===== config.mk =====
export PLATFORM = sky130hd
export DESIGN_NAME = sram_like_arbiter
export DESIGN_NICKNAME = d
export VERILOG_FILES = /design/src/rtl/sram_like_arbiter.sv
export SDC_FILE = /design/constraint.sdc
export NUM_CORES = 1
export LEC_CHECK = 0
export CAP_MARGIN = 0
export CORE_AREA = 2 2 119 121
export CTS_CLUSTER_DIAMETER = 80
export DETAILED_ROUTE_END_ITERATION = 10
export DIE_AREA = 0 0 121 123
export PLACE_DENSITY_LB_ADDON = 0.25
export SETUP_SLACK_MARGIN = 0.02
export SLEW_MARGIN = 20
export SYNTH_ARGS = -nofsm -noshare
export SYNTH_HDL_FRONTEND = slang
export SYNTH_SLANG_ARGS = --single-unit

===== constraint.sdc =====
create_clock -name clk -period 3.6 [get_ports clk]
set_input_delay 0.72 -clock clk [delete_from_list [all_inputs] [get_ports clk]]
set_output_delay 0.72 -clock clk [all_outputs]
set_load 0.02 [all_outputs]

===== src/rtl/sram_like_arbiter.sv =====
// Two-to-one sram-like arbiter: merges the instruction and data ports onto one master port,
// tracks up to DEPTH outstanding transactions and routes each data_ok back via an in-order tag FIFO.
module sram_like_arbiter #(
    parameter int DEPTH        = 2,
    parameter int STARVE_LIMIT = 4
) (
    input  logic        clk,
    input  logic        resetn,

    input  logic        inst_req,
    input  logic        inst_wr,
    input  logic [1:0]  inst_size,
    input  logic [31:0] inst_addr,
    input  logic [31:0] inst_wdata,
    output logic        inst_addr_ok,
    output logic        inst_data_ok,
    output logic [31:0] inst_rdata,

    input  logic        data_req,
    input  logic        data_wr,
    input  logic [1:0]  data_size,
    input  logic [31:0] data_addr,
    input  logic [31:0] data_wdata,
    output logic        data_addr_ok,
    output logic        data_data_ok,
    output logic [31:0] data_rdata,

    output logic        m_req,
    output logic        m_wr,
    output logic [1:0]  m_size,
    output logic [31:0] m_addr,
    output logic [31:0] m_wdata,
    input  logic        m_addr_ok,
    input  logic        m_data_ok,
    input  logic [31:0] m_rdata
);
    localparam int PTR_W = (DEPTH > 1) ? $clog2(DEPTH) : 1;
    localparam int CNT_W = $clog2(DEPTH + 1);
    localparam int STK_W = $clog2(STARVE_LIMIT + 1);
    localparam logic [CNT_W-1:0] DEPTH_C = CNT_W'(DEPTH);
    localparam logic [STK_W-1:0] LIMIT_C = STK_W'(STARVE_LIMIT);

    logic [CNT_W-1:0] count_q, count_d;
    logic [PTR_W-1:0] wptr_q, wptr_d;
    logic [PTR_W-1:0] rptr_q, rptr_d;
    logic [DEPTH-1:0] tag_q;
    logic             lock_q, lock_d;
    logic             lock_src_q, lock_src_d;
    logic [STK_W-1:0] streak_q, streak_d;

    logic full;
    logic grant_data;
    logic grant_req;
    logic push;
    logic pop;
    logic head_tag;

    assign full     = (count_q == DEPTH_C);
    assign pop      = resetn && m_data_ok && (count_q != '0);
    assign head_tag = tag_q[rptr_q];

    // A held request keeps its port; otherwise data wins unless inst has waited out the streak.
    assign grant_data = lock_q ? lock_src_q
                               : (data_req && !(inst_req && (streak_q == LIMIT_C)));
    assign grant_req  = grant_data ? data_req : inst_req;

    // A completion in the same cycle frees a slot, so a full FIFO can still forward a request.
    assign m_req   = resetn && grant_req && (!full || pop);
    assign m_wr    = grant_data ? data_wr    : inst_wr;
    assign m_size  = grant_data ? data_size  : inst_size;
    assign m_addr  = grant_data ? data_addr  : inst_addr;
    assign m_wdata = grant_data ? data_wdata : inst_wdata;

    assign push = m_req && m_addr_ok;

    assign inst_addr_ok = push && !grant_data;
    assign data_addr_ok = push && grant_data;
    assign inst_data_ok = pop && !head_tag;
    assign data_data_ok = pop && head_tag;
    assign inst_rdata   = m_rdata;
    assign data_rdata   = m_rdata;

    always_comb begin
        count_d    = count_q;
        wptr_d     = wptr_q;
        rptr_d     = rptr_q;
        lock_d     = lock_q;
        lock_src_d = lock_src_q;
        streak_d   = streak_q;

        if (push) wptr_d = wptr_q + PTR_W'(1);
        if (pop)  rptr_d = rptr_q + PTR_W'(1);

        if (push && !pop)      count_d = count_q + CNT_W'(1);
        else if (pop && !push) count_d = count_q - CNT_W'(1);

        if (push) begin
            lock_d = 1'b0;
        end else if (m_req) begin
            lock_d     = 1'b1;
            lock_src_d = grant_data;
        end

        if (!inst_req || (push && !grant_data)) begin
            streak_d = '0;
        end else if (push && grant_data && (streak_q != LIMIT_C)) begin
            streak_d = streak_q + STK_W'(1);
        end
    end

    always_ff @(posedge clk) begin
        if (!resetn) begin
            count_q    <= '0;
            wptr_q     <= '0;
            rptr_q     <= '0;
            lock_q     <= 1'b0;
            lock_src_q <= 1'b0;
            streak_q   <= '0;
        end else begin
            count_q    <= count_d;
            wptr_q     <= wptr_d;
            rptr_q     <= rptr_d;
            lock_q     <= lock_d;
            lock_src_q <= lock_src_d;
            streak_q   <= streak_d;
        end
    end

    // Tag storage needs no reset: entries are only read once counted as valid.
    always_ff @(posedge clk) begin
        if (push) tag_q[wptr_q] <= grant_data;
    end

endmodule

==> out/summary.txt <==
Endpoint, Worst Hold: count_q[1]
Rel. slew slack: 0.706
Critical Path RT: 2.88 ns
Sink Count: 11
Hold Path Depth: 2
Tmin final: 3.51 ns
IO Count: 308
Worst Path Arrival: 2.79 ns
most common cell after layout, fill and taps aside: clkdlybuf4s50_1
drt drc: 0
chip height: 123 µm
DIE AREA: 14900 µm²
flops & latches, synth: 11
actual slew at the worst max-slew pin: 0.440 ns
Max Freq: 285 MHz
CP top delay family: buffers and inverters
Leak: 1.70 nW
CTS clock-pin slew for the worst setup and hold paths: 0.04 ns
critical path class: primary input to primary output
CTS tree: built
Core Box Area: 13600 µm²
Worst R2R End: count_q[1]
Levels on crit path: 7
H-tree level count: 1
TritonCTS buffer count: 3
fin area: 3990 µm²
sequential area share after synthesis: 0.127
first-pass GRT wire length: 11300 µm
final setup violation count: 0
worst r2r path cells: 7
Die Wd: 121 µm
syn avg cell area: 9.25 µm²
CP Cell Sequence: clkdlybuf4s50_1, nand3_1, a21boi_4, buf_12, buf_12, mux2_2, clkdlybuf4s50_1
pre-CTS setup slack: 0.0614 ns
final net count: 532
power per cell area: 243 nW/µm²
Cells after Synth: 205
VDD IR max: 0.000123 V
RSZ-0062 raised after global routing: false
Ant. Diodes: 0
Setup TNS: 0 ns
top post-synthesis cells by area: mux2_2 40%, buf_4 25%, dfxtp_1 9.5%
HP Class: flip-flop to flip-flop
Synthesized Nets: 380
Routed Antenna Nets: 0
share of the synthesized area in the top cell type: 0.398
# Max-Cap Violations: 0
largest net degree at the start of global routing: 41
clk_lat worst skew: 0.24 ns
WL final: 8050 µm
Root Buffer: clkbuf_16
Initial DRC Count: 36
Setup WS post-layout: 0.0921 ns
Initial Utilization: 0.139
final core occ: 0.293
post-DP HPWL: 6820 µm
Worst Path Buf+Inv: 4
Syn-to-layout area delta: 110%
reg-to-reg startpoint: count_q[0]
layout cells sized above 1: 0.239
r2r setup slk: 1.64 ns
Crit path largest cell delay: 0.55 ns
Initial DRT Pass Iterations: 4
wire per inst: 15.0 µm
Warnings, synthesis: 0
port bufs: 211
Startpoint Class: primary input
hold_buf cts: 0
Vias: 1954
Tot GR Track Use: 0.0964
Worst path slowest cell: clkdlybuf4s50_1
CP Capture Type: primary output
Max Root-Sink Buffers: 2
Hold WS: 0.513 ns
commonest non-fill, non-tap cells in the layout: 183 x clkdlybuf4s50_1, 67 x mux2_2, 28 x dlymetal6s2s_1
Yosys top cell by area: mux2_2
maximum fanout along the worst path: 20
vias per inst: 3.65
row count: 43
Final Skew: 0.00351 ns
status: completed
total gr overflow: 0
vias in the first global route: 2073
Final Slew Violations: 0
Worst Hold Launch: count_q[1]
Tcrit/Tclk final: 0.974
Mapped Area: 1900 µm²
DP Area: 3790 µm²
initial antenna violation count: 0
Distinct cells, synth: 31
GPL Wtd Cong: 0.747
final hold violations: 0
==> state kept, by name, summed over array words and instances (netlist names) <==
register and cells:
streak_q 3, count_q 2, tag_q 2, lock_q 1, lock_src_q 1, rptr_q 1
wptr_q 1
==> logic make-up after synthesis <==
family,share of synthesized area
DFF,0.127
adders and majority gates,0.0198
muxes,0.409
AOI/OAI and AO/OA,0.0819
and+or+nand+nor,0.0568
xor gates and xnor gates,0.0139
buffers and inverters,0.292
==> cell usage after synthesis <==
library cell and count:
o21ai_0 2, nor2b_1 2, ha_1 3, edfxtp_1 2, nand3_1 3, inv_1 7, a41oi_1 1, o41ai_2 2
buf_4 64, nand2_4 1, a21o_1 1, nand2b_1 1, xor2_1 3, nor3_1 1, dfxtp_1 9, buf_2 8
a211oi_1 1, a311oi_1 1, o211ai_1 2, or3_1 1, and4b_1 1, mux2i_1 2, nor2_1 7, mux2_2 67
a211oi_4 1, a21boi_1 1, o2111ai_1 2, inv_2 2, a21oi_1 4, nand2_1 2, nor3b_1 1
==> where the power goes <==
group	internal (W)	leakage, nW	total [W]	switching [W]
clock	0.000149	0.0382	0.000203	0.0000545
sequential	0.000135	0.0918	0.000144	0.00000836
combinational	0.000372	1.57	0.000620	0.000248
==> worst register-to-register path: cells and delay by family, from the launching register on <==
family,cells,cell delay [ns]
compound gates,2,0.24
fa+ha+maj,1,0.31
buf+inv,1,0.07
flops,1,0.35
simple gates,3,0.92
==> layer usage <==
metal | vias up | share of wire | global-route usage
met5 | - | 0 | 0
met4 | 0 | 0.012 | 0.0240
met3 | 10 | 0.085 | 0.0295
met2 | 122 | 0.55 | 0.179
met1 | 864 | 0.36 | 0.107
li1 | 958 | - | -
==> area by class of cell <==
class | instances | area (µm²)
Timing Repair Buffer | 219 | 2300
Multi-Input combinational cell | 113 | 1110
Fill cell | 1464 | 9620
Inverter | 9 | 33.8
Clock buffer | 4 | 78.8
Sequential cell | 11 | 240
Tap cell | 180 | 225
==> worst max-delay path by stage <==
stage / start / to / slack, ns
3_5_place_dp: inst_req / m_wdata[6] / 0.06
6_report: inst_req / m_wdata[2] / 0.09
3_3_place_gp: inst_req / m_wdata[6] / 0.05
4_1_cts: inst_req / m_wdata[6] / 0.05
2_1_floorplan: data_req / data_addr_ok / 1.11
5_1_grt: inst_req / m_wdata[2] / 0.01
==> through the flow <==
step / cells / total power, W
final: 536 / 0.000967
after global placement: 530 / 0.000765
after floorplan: 205 / 0.000520
after CTS: 534 / 0.000978
after detailed placement: 530 / 0.000765
after global routing: 536 / 0.00102
==> timing repair <==
action	in CTS	in global routing
setup buffers	0	1
gates resized for setup	0	28
setup endpoints to repair	0	18
No activity file was read; power rests on OpenSTA's default activity.
